`config.mk`:
```
export PLATFORM = sky130hd
export DESIGN_NAME = tx_trellis_encoder
export DESIGN_NICKNAME = d
export VERILOG_FILES = /design/src/rtl/tx_trellis_encoder.sv
export SDC_FILE = /design/constraint.sdc
export NUM_CORES = 1
export LEC_CHECK = 0
export CAP_MARGIN = 30
export CORE_AREA = 10 10 81 83
export CTS_CLUSTER_DIAMETER = 200
export DETAILED_ROUTE_END_ITERATION = 16
export DIE_AREA = 0 0 91 93
export PLACE_DENSITY = 0.76
export SYNTH_ARGS = -nofsm -noshare
export SYNTH_HDL_FRONTEND = slang
export SYNTH_SLANG_ARGS = --single-unit
export TNS_END_PERCENT = 1
```
`constraint.sdc`:
```
create_clock -name clock -period 2.77 [get_ports clock]
set_input_delay 0.554 -clock clock [delete_from_list [all_inputs] [get_ports clock]]
set_output_delay 0.554 -clock clock [all_outputs]
set_load 0.02 [all_outputs]
```
`src/rtl/tx_trellis_encoder.sv`:
```
// Transmit trellis encoder: optional side-stream scrambler, 8-state rate-2/3
// convolutional encoder and mapping onto four signed 5-level PAM lane samples.
module tx_trellis_encoder #(
    parameter int          LEVEL_SCALE = 32,
    parameter bit          SCRAMBLE_EN = 1'b1,
    parameter logic [32:0] SCR_SEED    = 33'h1
) (
    input  logic       clock,
    input  logic       reset,
    input  logic       io_in_valid,
    output logic       io_in_ready,
    input  logic [7:0] io_in_bits,
    input  logic       io_in_last,
    output logic       io_out_valid,
    input  logic       io_out_ready,
    output logic [7:0] io_out_bits_0,
    output logic [7:0] io_out_bits_1,
    output logic [7:0] io_out_bits_2,
    output logic [7:0] io_out_bits_3,
    output logic       io_out_data
);

    typedef enum logic [1:0] {
        ST_IDLE  = 2'd0,
        ST_DATA  = 2'd1,
        ST_FLUSH = 2'd2
    } state_t;

    localparam logic [7:0] SCALE8 = 8'(LEVEL_SCALE);

    // Modulo-256 arithmetic gives the same low byte as the full signed product.
    function automatic logic [7:0] lane_sample(input logic [1:0] k, input logic p);
        logic [2:0] idx;
        logic [7:0] lvl;
        idx = {1'b0, k} + {2'b00, p};
        lvl = {5'b00000, idx} - 8'd2;
        return 8'(lvl * SCALE8);
    endfunction

    state_t      state_r, state_next_s;
    logic        flush_cnt_r, flush_cnt_next_s;
    logic [2:0]  cs_r, cs_next_s;
    logic [32:0] lfsr_r, lfsr_next_s;
    logic        out_valid_r, out_data_r;
    logic [7:0]  out_bits_r [4];

    logic        load_s, accept_s, p_s, data_s;
    logic [7:0]  scr_s, sd_s;
    logic [7:0]  lane_s [4];

    assign load_s      = !out_valid_r || io_out_ready;
    assign io_in_ready = reset && load_s && (state_r != ST_FLUSH);
    assign accept_s    = io_in_valid && io_in_ready;

    // Word source selection, scrambler/encoder next state and lane mapping.
    always_comb begin
        scr_s       = SCRAMBLE_EN ? lfsr_r[7:0] : 8'h00;
        sd_s        = scr_s;
        data_s      = 1'b0;
        if (accept_s) begin
            sd_s   = io_in_bits ^ scr_s;
            data_s = 1'b1;
        end else if (state_r == ST_FLUSH) begin
            sd_s   = {cs_r[1], cs_r[0], scr_s[5:0]};
            data_s = 1'b0;
        end else begin
            sd_s   = scr_s;
            data_s = 1'b0;
        end
        p_s         = cs_r[0];
        cs_next_s   = {sd_s[7] ^ cs_r[1], sd_s[6] ^ cs_r[0], cs_r[2]};
        lfsr_next_s = {lfsr_r[31:0], lfsr_r[32] ^ lfsr_r[12]};
        for (int i = 0; i < 4; i++) begin
            lane_s[i] = lane_sample(sd_s[2*i +: 2], p_s);
        end
    end

    // FSM next-state: packet framing and the two-word trellis termination.
    always_comb begin
        state_next_s     = state_r;
        flush_cnt_next_s = flush_cnt_r;
        case (state_r)
            ST_IDLE: begin
                if (accept_s) begin
                    state_next_s     = io_in_last ? ST_FLUSH : ST_DATA;
                    flush_cnt_next_s = 1'b0;
                end else begin
                    state_next_s = ST_IDLE;
                end
            end
            ST_DATA: begin
                if (accept_s && io_in_last) begin
                    state_next_s     = ST_FLUSH;
                    flush_cnt_next_s = 1'b0;
                end else begin
                    state_next_s = ST_DATA;
                end
            end
            ST_FLUSH: begin
                if (load_s && flush_cnt_r) begin
                    state_next_s     = ST_IDLE;
                    flush_cnt_next_s = 1'b0;
                end else if (load_s) begin
                    flush_cnt_next_s = 1'b1;
                end else begin
                    flush_cnt_next_s = flush_cnt_r;
                end
            end
            default: begin
                state_next_s     = ST_IDLE;
                flush_cnt_next_s = 1'b0;
            end
        endcase
    end

    // FSM state and flush counter registers.
    always_ff @(posedge clock or negedge reset) begin
        if (!reset) begin
            state_r     <= ST_IDLE;
            flush_cnt_r <= 1'b0;
        end else begin
            state_r     <= state_next_s;
            flush_cnt_r <= flush_cnt_next_s;
        end
    end

    // Datapath registers advance only on load; a stall freezes everything.
    always_ff @(posedge clock or negedge reset) begin
        if (!reset) begin
            cs_r        <= 3'b000;
            lfsr_r      <= SCR_SEED;
            out_valid_r <= 1'b0;
            out_data_r  <= 1'b0;
            for (int i = 0; i < 4; i++) begin
                out_bits_r[i] <= 8'h00;
            end
        end else if (load_s) begin
            cs_r        <= cs_next_s;
            lfsr_r      <= lfsr_next_s;
            out_valid_r <= 1'b1;
            out_data_r  <= data_s;
            for (int i = 0; i < 4; i++) begin
                out_bits_r[i] <= lane_s[i];
            end
        end
    end

    assign io_out_valid  = out_valid_r;
    assign io_out_data   = out_data_r;
    assign io_out_bits_0 = out_bits_r[0];
    assign io_out_bits_1 = out_bits_r[1];
    assign io_out_bits_2 = out_bits_r[2];
    assign io_out_bits_3 = out_bits_r[3];

endmodule
```
# Word level (Yosys, flattened, before mapping)
# Cells that the tools add are included.
# totals
in_bits,13
ff_bits,53
word_cells,51
# op_classes
n_mux,13
n_eq_ne,7
n_bitwise,4
reduce_logical,9
addsub,8
# ops
cell,n
two-way mux 8 bit,2
adder 2 x 1 -> 3 bit,4
subtractor 3 x 2 -> 3 bit (second input constant),4
two-way mux 2 bit,4
XOR 8 bit,1
!= test 2 bit (second input constant),3
case mux 2 bit (3 select lines),1
logical AND 1 bit,5
two-way mux 1 bit,5
!= test 3 x 2 -> 1 bit (second input constant),1
case mux 1 bit (3 select lines),1
AND reduction 3 bit,1
XOR 1 bit,3
equality test 2 x 1 -> 1 bit (second input constant),1
equality test 2 bit (second input constant),1
zero test 2 bit,1
!= test 2 x 1 -> 1 bit (second input constant),1
zero test 1 bit,1
logical OR 1 bit,1

# Logic depth before layout (Yosys ltp)
# Gate-level depths: netlist (run 1).
# logic_depth
ltp_word,8
mapped_depth,11
mapped_depth_nobuf,9

# Worst setup path before layout (run 1)
# Ideal clock, no wire load.
# synth_timing
path_kind,input to register
start,input io_out_ready
end,"register out_bits_r, in the netlist io_out_bits_3[7]"
path_stages,11
arrival_time_ps,1972
n_path_buf,2
setup_slack_ps,674
required_ps,2645
setup_time_ps,125
path_cell_list,nand2b_1 > clkbuf_1 > and4_4 > buf_6 > nand2_1 > o22ai_1 > a31oi_1 > ha_1 > inv_1 > ha_1 > mux2_2
# synth_rtl
item,line_no,text
start: declaration,15,"input logic io_out_ready,"
end signal: indexed assignment,143,out_bits_r[i] <= lane_s[i];
end: declaration,45,logic [7:0] out_bits_r [4];

# Final worst setup path (run 1)
# layout_timing
start,input io_out_ready
end,output io_in_ready
# layout_between
elab_chain_cells,3
# layout_rtl
item,line_no,text
logical OR 1 bit,51,assign load_s = !out_valid_r || io_out_ready;
logical AND 1 bit (2 in a row),52,assign io_in_ready = reset && load_s && (state_r != ST_FLUSH);
end: declaration,11,"output logic io_in_ready,"
# No other way between the ends.

==> key figures, run 1 <==
Run status
  – Status: finished clean

Global routing
  – Initial antenna violation count: 0
  – First-pass GRT wire length: 6480 um
  – Vias in the first global route: 1419
  – Tot GR Track Use: 9.21%
  – Total gr overflow: 0
  – Largest net degree at the start of global routing: 48

Route
  – DR WL/cell: 13.4 um
  – Total wire length: 3820 um
  – Vias per cell: 4.65
  – DRT Pass-1 Iters: 3
  – Routed via count: 1325
  – Initial drt markers: 40
  – Routed Antenna Nets: 0
  – Remaining routing DRC violations: 0

Cells and area
  – Area Growth Syn to Fin: 14.3%
  – Final std cell area, no fill: 0.00274 mm2
  – Nets: 235
  – Layout cells sized above 1: 27.4%
  – Antenna diodes: 0
  – Final Non-Filler Cells: 285

Yosys
  – Post-synth top area cell: dfrtp_1
  – Number of synthesized flops with an enable pin: 0
  – Compound-Gate Fraction of Synth Area: 3.34%
  – Synth Area in Simple Gates: 4.28%
  – Post-synthesis mux area share: 20.3%
  – Main combinational cell family by area after synthesis: multiplexers
  – Mapped Area: 0.00240 mm2
  – Yosys warns: 0
  – Yosys reg bits: 52
  – Yosys top cell area share: 53.2%
  – Area contributors post-synth: dfrtp_1 53%, mux2_2 19%, buf_4 6.6%, ha_1 4.2%, xnor2_1 2.2%
  – Post-synthesis sequential area ratio: 54.3%
  – Share of flip-flops with an asynchronous set or reset: 100%
  – XOR/XNOR share of the synthesized area: 3.65%
  – Synth Area in Adders: 4.17%
  – Synth Instances: 187
  – Syn Area/Cell: 12.8 um2
  – Synth unique cells: 28
  – Post-synth top flop: dfrtp_1
  – Most frequent cell after synthesis: dfrtp_1
  – Synth top cells by count: 51 x dfrtp_1, 41 x mux2_2, 21 x buf_4

Setup path
  – Crit-path max FO: 4
  – Crit end category: primary output
  – Critical path's largest stage delay: 0.60 ns
  – Reg2reg start: state_r[1]$_DFFE_PN0N_
  – CP Data Required Time: 2.22 ns
  – Worst Setup Start Kind: input pin
  – Minimum setup slack among reg-to-reg paths: 0.73 ns
  – Setup CP Type: input pin to primary output
  – Critical path's most frequent cell: clkdlybuf4s50_1
  – CP Cell Sequence: clkdlybuf4s50_1 > nand2b_2 > and3_1 > clkdlybuf4s50_1
  – R2r worst-path depth: 8
  – CP max stage cell: clkdlybuf4s50_1
  – Reg-to-reg endpoint: io_out_bits_2[7]$_DFFE_PN0N_
  – Worst EP arrival: 1.91 ns

Floorplanning
  – Die H: 93 um
  – Die X: 91 um
  – FP Rows: 26
  – Io pins: 48
  – Starting density of the core: 47.9%
  – Total Die Area: 0.00846 mm2
  – Core Footprint: 0.00501 mm2

Clock tree
  – Setup repair bufs after CTS: 0
  – Root Driver: clkbuf_8
  – CTS Hold Buffers Added: 0
  – Sink Count: 52
  – Post-cts gate resize count: 0
  – CTS tree: done
  – H-tree levels: 2
  – Worst-skew pair later-pin latency: 0.30 ns
  – Clk slew on worst S/H paths: 0.09 ns
  – Max clock buf depth: 2
  – CTS buffer count: 5

STA
  – Setup TNS: 0 ns
  – Final setup viols: 0
  – Peak Freq: 0.406 GHz
  – Fin. max-slew vios: 0
  – Final min period: 2.46 ns
  – Slew margin rel.: 64.2%
  – Final worst slack: 0.309 ns
  – Clock skew: 0.00881 ns
  – Fin crit share: 88.8%
  – RSZ-0062 raised after global routing: no
  – Fin. Hold Viols: 0
  – Least-Margin Pin Slew: 0.537 ns

Pwr
  – Leakage Power: 1.24 nW
  – Max VDD drop: 0.428 mV
  – Power density cells: 1060 mW/mm2

Flow run
  – Max cap viols: 0

Placed design
  – Placed Instance Area: 0.00265 mm2
  – Worst slack, placed: 0.278 ns
  – Port Buf Inserts: 27
  – GPL Wtd Cong: 0.727
  – Cells after DPL: 277
  – Final HPWL DP: 2770 um

Worst hold path
  – Hold Crit Class: input pin to asynchronous set/reset pin
## layout make-up
| cell class | instances | area (um2) |
|---|---|---|
| flip-flops and latches | 52 | 1300 |
| well taps | 70 | 87.6 |
| inverters | 6 | 22.5 |
| repair buffers | 31 | 295 |
| clock buffers | 6 | 82.6 |
| clock inverters | 2 | 13.8 |
| fillers | 448 | 2270 |
| multi-input cells | 118 | 938 |
## routing by layer
layer  track usage [%]  wire length (um)  vias to the layer above
li1                  -                 -                      640
met1              9.87              1640                      647
met2              15.6              1820                       34
met3              4.32               306                        4
met4              3.52                56                        0
met5                 0                 0                        -
## flip-flops by register name (all words and copies together), names as in the netlist
register,cells
lfsr_r,33
cs_r,3
io_out_bits_0,3
io_out_bits_1,3
io_out_bits_2,3
io_out_bits_3,2
state_r,2
flush_cnt_r,1
io_out_data,1
io_out_valid,1
## kinds of logic after synthesis
logic type                 after synthesis
DFF                                     52
xor gates and xnor gates                10
buffers and inverters                   36
adders and majority gates                8
other                                    2
and+or+nand+nor                         22
AOI/OAI and AO/OA                       14
muxes                                   43
## worst max-delay path, delay by kind of cell
| family | cells | cell delay, ns |
|---|---|---|
| buf+inv | 2 | 1.05 |
| simple gates | 2 | 0.30 |
## per-stage QoR
step                      utilization, %  power (mW)  hold WS [ns]
after floorplan                        -        2.14         0.258
after global placement              52.8        2.45         0.467
after detailed placement            52.8        2.50         0.476
after CTS                           54.7        2.97         0.213
after global routing                54.7        3.14         0.214
final                               54.7        2.91         0.217
## where the power goes
group	total, mW	leakage [nW]	internal [mW]	switching, mW
Clock	0.448	0.0516	0.205	0.244
Combinational	1.10	0.560	0.628	0.475
Sequential	1.36	0.631	1.13	0.226
Total	2.91	1.24	1.97	0.945
## cell usage in the layout, fill, tap and decap left out
cell type / Yosys / routed
buf_2: 2 / 1
and4_4: 1 / 1
a21o_1: 1 / 1
dfrtp_1: 51 / 51
nand4_1: 1 / 1
xor2_1: 4 / 4
mux2_2: 41 / 41
xnor2_1: 6 / 6
nand2b_2: 0 / 1
clkinv_2: 0 / 1
clkdlybuf4s50_1: 0 / 26
nor2_1: 8 / 8
ha_1: 8 / 8
o21ai_0: 3 / 3
mux2i_1: 1 / 1
a21oi_2: 1 / 1
clkbuf_8: 0 / 6
nand2b_1: 2 / 1
nor2b_1: 1 / 1
conb_1: 2 / 21
buf_4: 21 / 4
nand2_1: 8 / 8
and3_1: 1 / 1
a31oi_1: 1 / 1
dfstp_2: 1 / 1
inv_6: 0 / 1
inv_1: 6 / 6
o22ai_1: 2 / 2
mux2_4: 1 / 1
a21oi_1: 6 / 6
## worst max-delay path by stage
stage / start / end / cells past startpoint
after floorplan: io_out_ready / io_out_bits_3[7]$_DFFE_PN0N_ / 11
after global placement: io_out_ready / io_in_ready / 4
after detailed placement: io_out_ready / io_out_bits_2[7]$_DFFE_PN0N_ / 9
after CTS: io_out_ready / io_in_ready / 4
after global routing: io_out_ready / io_in_ready / 4
final: io_out_ready / io_in_ready / 4
No activity file was read; power rests on OpenSTA's default activity.
==> run 2: changes to the inputs <==
TNS_END_PERCENT = 10   (was 1)
==> results of run 2 <==
Final layout, timing and power as in run 1 (identical DEF).
